<file path="src/rtl/adder_share_arbiter_pkg.sv">
// Shared definitions for the two-requester adder sequencer:
// FSM encoding, default settle time and requester IDs.
package adder_share_arbiter_pkg;

   typedef enum logic [1:0] {
      ST_IDLE   = 2'd0,
      ST_SETTLE = 2'd1,
      ST_RESP   = 2'd2
   } state_t;

   localparam int   DEF_SETTLE_CYCLES = 2;
   localparam logic REQ0              = 1'b0;
   localparam logic REQ1              = 1'b1;

endpackage

</file>
<file path="src/rtl/RippleCarryAdder_32bit.sv">
// Plain 32-bit ripple-carry adder; the carry crosses all 32 cells in one
// combinational path, so callers must hold the inputs long enough to resolve.
module RippleCarryAdder_32bit (
   input  logic [31:0] i_in1,
   input  logic [31:0] i_in2,
   input  logic        i_c_in,
   output logic [31:0] o_sum,
   output logic        o_c_out
);

   genvar gi;
   generate
      for (gi = 0; gi < 32; gi++) begin : g_bit
         logic w_cin;
         logic w_cout;
         if (gi == 0) begin : g_lsb
            assign w_cin = i_c_in;
         end else begin : g_chain
            assign w_cin = g_bit[gi-1].w_cout;
         end
         assign o_sum[gi] = i_in1[gi] ^ i_in2[gi] ^ w_cin;
         assign w_cout    = (i_in1[gi] & i_in2[gi]) | (w_cin & (i_in1[gi] ^ i_in2[gi]));
      end
   endgenerate

   assign o_c_out = g_bit[31].w_cout;

endmodule

</file>
<file path="src/rtl/adder_share_arbiter.sv">
// Round-robin sharing of one ripple adder between two requesters: accept,
// hold operands for SETTLE_CYCLES, capture the result, then hand it back.
module adder_share_arbiter
   import adder_share_arbiter_pkg::*;
#(
   parameter int SETTLE_CYCLES = DEF_SETTLE_CYCLES,
   parameter int CNT_W         = 4
) (
   input  logic        clk,
   input  logic        rst_n,
   input  logic        req0_valid,
   output logic        req0_ready,
   input  logic [31:0] req0_in1,
   input  logic [31:0] req0_in2,
   input  logic        req0_c_in,
   input  logic        req1_valid,
   output logic        req1_ready,
   input  logic [31:0] req1_in1,
   input  logic [31:0] req1_in2,
   input  logic        req1_c_in,
   output logic        rsp0_valid,
   input  logic        rsp0_ready,
   output logic        rsp1_valid,
   input  logic        rsp1_ready,
   output logic [31:0] rsp_sum,
   output logic        rsp_c_out,
   output logic        rsp_ovf,
   output logic        busy
);

   localparam logic [CNT_W-1:0] LAST_CNT = CNT_W'(SETTLE_CYCLES - 1);

   state_t           r_state;
   state_t           w_state_next;
   logic [CNT_W-1:0] r_cnt;
   logic [31:0]      r_op_a;
   logic [31:0]      r_op_b;
   logic             r_op_cin;
   logic             r_owner;
   logic             r_last_grant;
   logic [31:0]      r_sum;
   logic             r_cout;
   logic             r_ovf;

   logic [31:0]      w_add_sum;
   logic             w_add_cout;
   logic             w_win0;
   logic             w_win1;
   logic             w_accept;
   logic             w_accept_id;
   logic             w_capture;

   // The adder only ever sees the registered operands, never the request ports.
   RippleCarryAdder_32bit u_adder (
      .i_in1   (r_op_a),
      .i_in2   (r_op_b),
      .i_c_in  (r_op_cin),
      .o_sum   (w_add_sum),
      .o_c_out (w_add_cout)
   );

   assign w_win0 = req0_valid && (!req1_valid || (r_last_grant == REQ1));
   assign w_win1 = req1_valid && (!req0_valid || (r_last_grant == REQ0));

   always_comb begin
      w_state_next = r_state;
      req0_ready   = 1'b0;
      req1_ready   = 1'b0;
      w_accept     = 1'b0;
      w_accept_id  = REQ0;
      w_capture    = 1'b0;
      case (r_state)
         ST_IDLE: begin
            req0_ready = w_win0;
            req1_ready = w_win1;
            if (w_win0 || w_win1) begin
               w_accept     = 1'b1;
               w_accept_id  = w_win1 ? REQ1 : REQ0;
               w_state_next = ST_SETTLE;
            end
         end
         ST_SETTLE: begin
            if (r_cnt == LAST_CNT) begin
               w_capture    = 1'b1;
               w_state_next = ST_RESP;
            end
         end
         ST_RESP: begin
            if ((r_owner == REQ0) ? rsp0_ready : rsp1_ready) begin
               w_state_next = ST_IDLE;
            end
         end
         default: w_state_next = ST_IDLE;
      endcase
   end

   always_ff @(posedge clk or negedge rst_n) begin
      if (!rst_n) begin
         r_state      <= ST_IDLE;
         r_cnt        <= '0;
         r_op_a       <= '0;
         r_op_b       <= '0;
         r_op_cin     <= 1'b0;
         r_owner      <= REQ0;
         r_last_grant <= REQ1;
         r_sum        <= '0;
         r_cout       <= 1'b0;
         r_ovf        <= 1'b0;
      end else begin
         r_state <= w_state_next;
         if (w_accept) begin
            r_op_a       <= (w_accept_id == REQ1) ? req1_in1  : req0_in1;
            r_op_b       <= (w_accept_id == REQ1) ? req1_in2  : req0_in2;
            r_op_cin     <= (w_accept_id == REQ1) ? req1_c_in : req0_c_in;
            r_owner      <= w_accept_id;
            r_last_grant <= w_accept_id;
            r_cnt        <= '0;
         end else if (r_state == ST_SETTLE) begin
            r_cnt <= r_cnt + CNT_W'(1);
         end
         if (w_capture) begin
            r_sum  <= w_add_sum;
            r_cout <= w_add_cout;
            r_ovf  <= (r_op_a[31] == r_op_b[31]) && (w_add_sum[31] != r_op_a[31]);
         end
      end
   end

   assign rsp0_valid = (r_state == ST_RESP) && (r_owner == REQ0);
   assign rsp1_valid = (r_state == ST_RESP) && (r_owner == REQ1);
   assign rsp_sum    = r_sum;
   assign rsp_c_out  = r_cout;
   assign rsp_ovf    = r_ovf;
   assign busy       = (r_state != ST_IDLE);

endmodule

</file>
<file path="config.mk">
export PLATFORM = sky130hd
export DESIGN_NAME = adder_share_arbiter
export DESIGN_NICKNAME = d
export VERILOG_FILES = /design/src/rtl/adder_share_arbiter_pkg.sv /design/src/rtl/RippleCarryAdder_32bit.sv /design/src/rtl/adder_share_arbiter.sv
export SDC_FILE = /design/constraint.sdc
export NUM_CORES = 1
export LEC_CHECK = 0
export ABC_AREA = 1
export ABC_CLOCK_PERIOD_IN_PS = 41100
export BUFFER_PORTS_ARGS = -buffer_cell sky130_fd_sc_hd__buf_2
export CAP_MARGIN = 20
export CORE_MARGIN = 2
export CORE_UTILIZATION = 49
export CTS_CLUSTER_DIAMETER = 30
export DETAILED_ROUTE_END_ITERATION = 10
export GPL_TIMING_DRIVEN = 0
export PLACE_DENSITY = 0.78
export SLEW_MARGIN = 20
export SYNTH_ARGS = -nofsm -noshare
export SYNTH_HDL_FRONTEND = slang
export SYNTH_SLANG_ARGS = --single-unit
</file>
<file path="constraint.sdc">
create_clock -name clk -period 41.1 [get_ports clk]
set_input_delay 4.11 -clock clk [delete_from_list [all_inputs] [get_ports clk]]
set_output_delay 4.11 -clock clk [all_outputs]
set_load 0.05 [all_outputs]
</file>
Word level (Yosys, flattened, before mapping)
Cells that the tools add are included.

Add/subtract/negate cells: 1. Equality and inequality tests: 8. Muxes and demuxes: 19. Bitwise gates (word level): 162. Reduce and logical (&&, ||, !) cells: 14.

Operators with widths (count): $and 1x1->1 (64); $mux 32 (2); $xor 1x1->1 (64); $or 1x1->1 (32); $mux 1 (11); $mux 4 (2); $mux 2 (3); $ne 2x2->1 const B (3); $pmux 2 s3 (1); $logic_and 1x1->1 (5); $add 4x1->4 const B (1); $eq 4x1->1 const B (1); $reduce_bool 2->1 (2); $logic_or 1x1->1 (3); $reduce_and 3->1 (1); $eq 2x1->1 const B (1); $eq 2x2->1 const B (1); $logic_not 1->1 (2); $logic_not 2->1 (1); $not 1->1 (2); $eq 1x1->1 (1); $ne 1x1->1 (1).

Register bits: 107. Bits of input ports: 136. Output and inout port bits: 39. Word-level logic and storage cells: 214.

Longest topological paths before layout
Gate-level depths: netlist of run 1.

Depth after elaboration: 66. Mapped depth: 39. Mapped depth without buffers: 39.

Hierarchy
From an unflattened synthesis of run 1, not the netlist that was laid out.

Cells, all modules: 806. Area total of the unflattened synthesis: 6203.4 µm².

By module, submodules not included: adder_share_arbiter (times used 1, cells an instance 764, area an instance 5525.3 µm², sequential area each 2678.8 µm²); RippleCarryAdder_32bit (times used 1, cells an instance 42, area an instance 678.2 µm², sequential area each 0.0 µm²).

Worst setup path after synthesis of run 1
No wires, ideal clock.

Kind: reg2reg. Start point: register r_op_a[0]. End point: register r_ovf, in the netlist rsp_ovf. Setup time: 0.122 ns. Data arrival time: 12.747 ns. Required time: 40.978 ns. Slack: 28.230 ns. Cell stages (with the launch flop): 40. Buffers on the path: 0. Clock period less this slack: 12.870 ns. Cell sequence: dfrtp_1 fa_1 fa_1 fa_1 fa_1 fa_1 fa_1 fa_1 fa_1 fa_1 fa_1 fa_1 fa_1 fa_1 fa_1 fa_1 fa_1 fa_1 [... 4 more ...] fa_1 fa_1 fa_1 fa_1 fa_1 fa_1 fa_1 fa_1 inv_1 fa_1 inv_1 fa_1 inv_1 fa_1 nor2_1 nor2_1 nand2_1 o21ai_1.

Word-level cells in the longest chain between the ends: 66. Elaborated cells on any way between the ends: 67. Those cells by class: eq/ne (1); bitwise (65); reduce/logical (1).

RTL lines: start: declaration (RTL line adder_share_arbiter.sv:36) `logic [31:0] r_op_a;`; start signal: assignment (RTL line adder_share_arbiter.sv:112) `r_op_a <= (w_accept_id == REQ1) ? req1_in1 : req0_in1;`; $xor 1x1->1 (RTL line RippleCarryAdder_32bit.sv:22) `assign w_cout = (i_in1[gi] & i_in2[gi]) | (w_cin & (i_in1[gi] ^ i_in2[gi]));`; $and 1x1->1 (RTL line RippleCarryAdder_32bit.sv:22); $or 1x1->1 (*) (RTL line RippleCarryAdder_32bit.sv:22); $and 1x1->1 (*) (RTL line RippleCarryAdder_32bit.sv:22); $or 1x1->1 (*) (RTL line RippleCarryAdder_32bit.sv:22); $and 1x1->1 (*) (RTL line RippleCarryAdder_32bit.sv:22); $or 1x1->1 (*) (RTL line RippleCarryAdder_32bit.sv:22); $and 1x1->1 (*) (RTL line RippleCarryAdder_32bit.sv:22); [... 50 more ...]; $or 1x1->1 (*) (RTL line RippleCarryAdder_32bit.sv:22); $and 1x1->1 (*) (RTL line RippleCarryAdder_32bit.sv:22); $or 1x1->1 (*) (RTL line RippleCarryAdder_32bit.sv:22); $and 1x1->1 (*) (RTL line RippleCarryAdder_32bit.sv:22); $or 1x1->1 (*) (RTL line RippleCarryAdder_32bit.sv:22); $xor 1x1->1 (*) (RTL line RippleCarryAdder_32bit.sv:21) `assign o_sum[gi] = i_in1[gi] ^ i_in2[gi] ^ w_cin;`; $ne 1x1->1 (*) (RTL line adder_share_arbiter.sv:124) `r_ovf <= (r_op_a[31] == r_op_b[31]) && (w_add_sum[31] != r_op_a[31]);`; $logic_and 1x1->1 (*) (RTL line adder_share_arbiter.sv:124); end signal: assignment (RTL line adder_share_arbiter.sv:124); end: declaration (RTL line adder_share_arbiter.sv:43) `logic r_ovf;`.

Mark *: on every way between the ends. The rest lies on a longest branch, timed or not. A chain may end at the register's enable or synchronous reset.

Worst setup path after layout of run 1
Ends and elaborated chain as after synthesis.

==> results of run 1 <==
==> metal layers <==
layer | vias to the layer above | global-route usage (%) | routed length (microns)
li1 | 2824 | - | -
met3 | 45 | 5.407 | 1013
met1 | 2666 | 33.92 | 7415
met4 | 0 | 10.43 | 580
met2 | 215 | 42.39 | 8247
met5 | - | 0 | 0
==> power by group through the flow <==
stage                     logic [W]  registers, W  clock network (W)
after global routing       0.000418      0.000208          0.0000867
final                      0.000368      0.000201          0.0000825
after global placement     0.000353      0.000200                  0
after detailed placement   0.000365      0.000202                  0
after CTS                  0.000368      0.000201          0.0000828
after floorplan            0.000213      0.000247                  0
==> metrics by stage <==
| stage | std cells | hold slack [ns] | worst slack, ns | total power (W) | instance area [sq um] |
|---|---|---|---|---|---|
| after floorplan | 807 | 0.4491 | 28.23 | 0.0004598 | 6260 |
| after global placement | 1153 | 0.4639 | 27.63 | 0.0005528 | 7346 |
| after detailed placement | 1154 | 0.4678 | 27.51 | 0.0005672 | 7380 |
| after CTS | 1170 | 0.4849 | 27.44 | 0.0006517 | 7660 |
| after global routing | 1170 | 0.5094 | 26.96 | 0.0007128 | 7660 |
| final | 1170 | 0.4785 | 27.38 | 0.0006518 | 7660 |
==> how the worst max path moves through the flow <==
stage | cells after the start | startpoint | to | slack (ns)
5_1_grt | 39 | r_op_a[0] | rsp_ovf | 26.96
3_5_place_dp | 39 | r_op_a[0] | rsp_ovf | 27.51
6_report | 39 | r_op_a[0] | rsp_ovf | 27.38
2_1_floorplan | 39 | r_op_a[0] | rsp_ovf | 28.23
4_1_cts | 39 | r_op_a[0] | rsp_ovf | 27.44
3_3_place_gp | 39 | r_op_a[0] | rsp_ovf | 27.63
==> cell type report <==
type	instances	area, sq um
Inverter	177	664.4
Clock buffer	11	252.7
Clock inverter	5	27.53
Sequential cell	107	2679
Timing Repair Buffer	175	904.6
Fill cell	1154	4908
Multi-Input combinational cell	474	2675
Tap cell	172	215.2
Buffer	49	241.5
==> flip-flops by register name, summed over array words and instances (netlist names) <==
signal        cells
rsp_sum          32
r_cnt             4
rsp_ovf           1
r_op_a           32
r_owner           1
r_op_b           32
r_op_cin          1
r_last_grant      1
rsp_c_out         1
r_state           2
==> cells in the mapped netlist <==
cell type | number | area share, %
o21ai_1 | 6 | 0.48
dfrtp_1 | 106 | 42
nand4_1 | 65 | 6.5
buf_2 | 13 | 1.0
xnor2_1 | 1 | 0.14
nand3_1 | 68 | 5.4
nand3b_1 | 1 | 0.12
nand2_1 | 251 | 15
nor2_1 | 11 | 0.66
buf_4 | 7 | 0.84
o21ai_2 | 4 | 0.56
nor2_4 | 2 | 0.36
buf_1 | 4 | 0.24
clkbuf_1 | 23 | 1.4
o21ai_0 | 26 | 2.1
ha_1 | 3 | 0.60
nor3_1 | 1 | 0.080
buf_6 | 2 | 0.36
nand3_2 | 2 | 0.32
inv_1 | 177 | 11
dfstp_2 | 1 | 0.42
fa_1 | 32 | 10
o21a_1 | 1 | 0.12
==> kinds of logic after synthesis <==
family	Yosys count
AO/OA/AOI/OAI	37
AND/OR/NAND/NOR	401
flip-flops	107
XOR/XNOR	1
adder cells (fa/ha/maj)	35
buffers and inverters	226
==> worst min-delay path: cells and delay by family, from the launching register on <==
family / cells / cell delay (ns)
flops: 1 / 0.34
simple gates: 1 / 0.05
compound gates: 1 / 0.05
==> impl_results.md, run 1 <==
- Num rows: 41
- Clock Tree Buf Depth: 2
- Most frequent cells in the layout: nand2_1 (251), buf_2 (186), inv_1 (177)
- Core Region: 12570 sq um
- Worst EP required: 41.34 ns
- Final Util: 60.95%
- Drt pass-1 iters: 7
- Period utilisation layout: approximately 33%
- Fin Setup TNS: 0 ns
- Die width: 117.0 microns
- Layout cells sized above 1: 22.24%
- H-tree Lvls: 3
- Relative slew slack: 58.01%
- Slew @ Worst Pin: approximately 0.63 ns
- Reg2Reg Depth: 39
- Post-Syn Nets: 978
- Switch share: 50.28%
- GRT Residual Overflow: 0
- Clock root buffer: clkbuf_16
- Post-DR wirelength/cell: 14.75 microns
- Hold buffer count at CTS: 0
- I/O pins: around 180
- Vias in the first global route: 5649
- Final hold violation count: 0
- Overall die area: 13690 sq um
- CP arrival: 13.96 ns
- Slew Viols, Final: 0
- Clock share of power: between 10% and 20%
- Reg2reg start: r_op_a[0]
- Outcome: finished clean
- Min-delay src: rsp_sum[8]
- Num CTS Buffers: 9
- Most common library cell in the layout ignoring fill and taps: nand2_1
- Crit end category: flop
- GPL Wtd Cong: between 0.9 and 1
- Worst hold stages: 2
- Worst skew pair latency: around 0.35 ns
- Largest net degree at the start of global routing: 72
- GR Util All Layers: 25.89%
- Switching Power: 0.0003278 W
- Initial antenna violation count: 0
- Synth Area in XOR/XNOR: 0.1399%
- Antenna diodes: 0
- R2R Setup Slk: 27.38 ns
- Int Power: 0.0003240 W
- Final ANT Viol Nets: 0
- Post-Syn Area: 6260 sq um
- VDD IR-drop max: around 0.034 mV
- Largest family of logic cells by synthesized area: simple AND/OR/NAND/NOR gates
- Syn_area_per_cell: slightly below 8 sq um
- Max capacitance violation total: 0
- R2r endpoint: rsp_ovf
- Synth cell types: 23
- Logic pwr share: 56.5%
- Clock slew at reported path FFs: ~0.070 ns
- Pleak: 4.593 nW
- Layout Nets: between 1000 and 1500
- 1st-iter DRT viols: 431
- Sequential share of power: 30.8%
- Cell family with most CP delay: adder cells
- Hold WC Path Type: flop to flop
- Register area share after synthesis: between 40% and 50%
- Initial Util: 49.81%
- Synth-to-layout area growth: 22.37%
- Simple-gate share of the synthesized area: 28.52%
- P per Cell Area: 85.09 nW/um^2
- Post_cts resized: 0
- Buffer count from post-CTS setup fixing: 0
- FMAX: between 70 and 80 MHz
- Via Count: between 5000 and 6000
- Crit path launch type: flop
- CP max stage delay: 0.44 ns
- Seq cells post-synth: 107
- Synth Area in Compound Gates: about 3.2%
- Clock sinks: roughly 110
- Die height: 117.0 microns
- Adder-Cell Fraction of Synth Area: between 10% and 20%
- DRC errors left: 0
- Setup Crit Path Kind: flop to flop
- CTS tree: yes
- CP max FO: 3
- RSZ-0062 raised after global routing: no
- Mux share of post-synthesis cell area: 0%
- WHS Endpoint: rsp_sum[8]
- Max Clock Skew: ~0.0082 ns
- Most frequent CP cell: fa_1
- Vias per inst: 4.915
- Final setup viols: 0
- HPWL Detailed: 12910 microns
- First-pass GRT wire length: 26920 microns
- CP max stage cell: fa_1
- Buf+Inv Stages, Crit Path: 3
- Final min period: 13.72 ns
- Synthesis Warnings: 0
- WL final: 17260 microns
- Post-Synthesis Cells: between 800 and 900
- Input/output buffers: 174
Power figures use the tool's default switching activity.
==> run 2, diff against run 1 <==
--- a/config.mk
+++ b/config.mk
@@ -6,15 +6,15 @@
 export NUM_CORES = 1
 export LEC_CHECK = 0
 export ABC_AREA = 1
-export ABC_CLOCK_PERIOD_IN_PS = 41100
+export ABC_CLOCK_PERIOD_IN_PS = 11900
 export BUFFER_PORTS_ARGS = -buffer_cell sky130_fd_sc_hd__buf_2
 export CAP_MARGIN = 20
 export CORE_MARGIN = 2
-export CORE_UTILIZATION = 49
+export CORE_UTILIZATION = 48
 export CTS_CLUSTER_DIAMETER = 30
 export DETAILED_ROUTE_END_ITERATION = 10
 export GPL_TIMING_DRIVEN = 0
-export PLACE_DENSITY = 0.78
+export PLACE_DENSITY = 0.79
 export SLEW_MARGIN = 20
 export SYNTH_ARGS = -nofsm -noshare
 export SYNTH_HDL_FRONTEND = slang
==> constraint.sdc (replaced) <==
create_clock -name clk -period 11.9 [get_ports clk]
set_input_delay 1.19 -clock clk [delete_from_list [all_inputs] [get_ports clk]]
set_output_delay 1.19 -clock clk [all_outputs]
set_load 0.05 [all_outputs]
==> impl_results.md, run 2 (synthesized netlist as in run 1, its figures left out) <==
- WHS Endpoint: rsp_sum[1] (was rsp_sum[8])
- Min-delay src: rsp_sum[1] (was rsp_sum[8])
- Clock Tree Buf Depth: 2 (unchanged)
- Clock slew at reported path FFs: 0.07 ns (about the same)
- Input/output buffers: 174 (unchanged)
- Reg area: 2679 sq um (unchanged)
- Num rows: 41 (unchanged)
- CTS tree: yes (unchanged)
- Relative slew slack: 60.94% (was 58.01%)
- Vias per inst: 4.969 (was 4.915)
- Initial antenna violation count: 0 (unchanged)
- Worst hold stages: 2 (unchanged)
- 1st-iter DRT viols: 406 (was 431)
- Period utilisation layout: 102.3% (was 33.38%)
- Clock root buffer: clkbuf_16 (unchanged)
- I/O pins: 175 (unchanged)
- Filler Cells Inserted: 1164 (was 1154)
- R2r endpoint: rsp_ovf (unchanged)
- Pre-CTS setup slack: -0.5079 ns (was 27.51 ns)
- Slew Viols, Final: 0 (unchanged)
- Reg2reg start: r_op_b[0] (was r_op_a[0])
- Core Region: 12670 sq um (was 12570 sq um)
- Setup Crit Path Kind: flop to flop (unchanged)
- Outcome: finished, violations left (was finished clean)
- Failing checks: setup timing
- Max Clock Skew: 0.009319 ns (was 0.008197 ns)
- CP arrival: 12.40 ns (was 13.96 ns)
- Synth-to-layout area growth: 24.43% (was 22.37%)
- Most common library cell in the layout ignoring fill and taps: nand2_1 (unchanged)
- CP max stage cell: fa_2 (was fa_1)
- Overall die area: 13970 sq um (was 13690 sq um)
- Final setup viols: 2 (was 0)
- RSZ-0062 raised after global routing: yes (was no)
- Most frequent CP cell: fa_2 (was fa_1)
- Worst skew pair latency: 0.34 ns (was 0.35 ns)
- Reg2Reg Depth: 39 (unchanged)
- Final min period: 12.17 ns (was 13.72 ns)
- Hold buffer count at CTS: 0 (unchanged)
- Antenna diodes: 0 (unchanged)
- Min Hold Slack: 0.4790 ns (was 0.4785 ns)
- Max capacitance violation total: 0 (unchanged)
- Die width: 118.2 microns (was 117.0 microns)
- Hold WC Path Type: flop to flop (unchanged)
- Placed instance area: 7442 sq um (was 7380 sq um)
- GPL Wtd Cong: 0.8133 (was 0.9479)
- Final ANT Viol Nets: 0 (unchanged)
- Layout Nets: 1165 (was 1164)
- Fin Setup TNS: -0.4503 ns (was 0 ns)
- P per Cell Area: 297.9 nW/um^2 (was 85.09 nW/um^2)
- Slew @ Worst Pin: 0.5859 ns (was 0.6298 ns)
- DRC errors left: 0 (unchanged)
- Drt pass-1 iters: 5 (was 7)
- GR Util All Layers: 26.16% (was 25.89%)
- Die height: 118.2 microns (was 117.0 microns)
- Post-DR wirelength/cell: 15.04 microns (was 14.75 microns)
- Most frequent cells in the layout: nand2_1 (251), buf_2 (186), inv_1 (174) (was nand2_1 (251), buf_2 (186), inv_1 (177))
- Crit path launch type: flop (unchanged)
- Crit end category: flop (unchanged)
- Final hold violation count: 0 (unchanged)
- HPWL Detailed: 12880 microns (was 12910 microns)
- Num CTS Buffers: 9 (unchanged)
- Final worst slack: -0.2698 ns (was 27.38 ns)
- Fin area: 7789 sq um (was 7660 sq um)
- Worst EP required: 12.14 ns (was 41.34 ns)
- Multi-input logic area: 2763 sq um (was 2675 sq um)
- H-tree Lvls: 3 (unchanged)
- FMAX: 82.17 MHz (was 72.88 MHz)
- CP max FO: 3 (unchanged)
- Layout cells sized above 1: 25.93% (was 22.24%)
- CP max stage delay: 0.44 ns (about the same)
- R2R Setup Slk: -0.27 ns (was 27.38 ns)
- Initial Util: 49.40% (was 49.81%)
- Via Count: 5819 (was 5750)
- GRT Residual Overflow: 0 (unchanged)
- Final Util: 61.47% (was 60.95%)
- VDD IR-drop max: 0.1614 mV (was 0.03370 mV)
- WL final: 17610 microns (was 17260 microns)
- Largest net degree at the start of global routing: 68 (was 72)
- Clock sinks: 107 (unchanged)
- Vias in the first global route: 5847 (was 5649)
- First-pass GRT wire length: 28750 microns (was 26920 microns)
- Pleak: 4.578 nW (was 4.593 nW)
-- run 2: changes by cell type in the layout (fill, tap and decap cells not counted) --
| cell | previous run | this run |
|---|---|---|
| o21ai_2 | 4 | 6 |
| clkbuf_8 | 2 | 3 |
| buf_4 | 7 | 8 |
| fa_1 | 32 | 0 |
| clkinvlp_4 | 1 | 0 |
| bufinv_16 | 0 | 1 |
| o21ai_1 | 6 | 4 |
| fa_2 | 0 | 32 |
| clkinv_2 | 4 | 1 |
| inv_1 | 177 | 174 |
| inv_6 | 0 | 1 |
| inv_2 | 0 | 3 |
| clkbuf_1 | 23 | 24 |
-- run 2: routing by layer --
| metal | global-route usage [%] | share of wire (%) | vias up | routed length (microns) |
|---|---|---|---|---|
| met5 | 0 | 0 | - | 0 |
| met4 | 8.810 | 2.2 | 0 | 391 |
| met3 | 4.295 | 6.3 | 34 | 1118 |
| met2 | 44.08 | 48 | 217 | 8539 |
| met1 | 34.42 | 43 | 2730 | 7563 |
| li1 | - | - | 2838 | - |
-- run 2: worst max-delay path by stage --
stage               startpoint       to  depth (start not counted)
global route         r_op_b[0]  rsp_ovf                         39
floorplan            r_op_a[0]  rsp_ovf                         39
finish               r_op_b[0]  rsp_ovf                         39
detailed placement   r_op_a[0]  rsp_ovf                         39
global placement     r_op_a[0]  rsp_ovf                         39
CTS                  r_op_b[0]  rsp_ovf                         39
-- run 2: metrics by stage --
step                std cells  power [W]
finish                   1171   0.002321
global route             1171   0.002532
CTS                      1171   0.002317
detailed placement       1154   0.001975
global placement         1153   0.001921
floorplan                 807   0.001613
-- run 2: critical path, delay by kind of cell, from the launching register on --
family          cells  cell delay [ns]
buf+inv             3             0.17
fa+ha+maj          32            11.14
simple gates        3             0.23
compound gates      1             0.06
flops               1             0.41
-- run 2: layout make-up --
type                    instances  share of cell area (%)
clock inverters                 3                  0.5622
well taps                     172                   2.763
repair buffers                176                   11.71
inverters                     177                   8.530
plain buffers                  49                   3.100
flip-flops and latches        107                   34.39
multi-input cells             474                   35.47
clock buffers                  13                   3.470
-- run 2: report_power, final --
part	total (W)	internal (W)	switching, W
logic	0.00130	0.000443	0.000862
clock network	0.000316	0.000181	0.000135
registers	0.000700	0.000550	0.000150
-- run 2: repair_timing --
action | 4_1_cts | 5_1_grt
endpoints found under the setup margin | 3 | 4
resized for setup | 9 | 3
pin swaps | 4 | 2
buffers inserted | 1 | 0
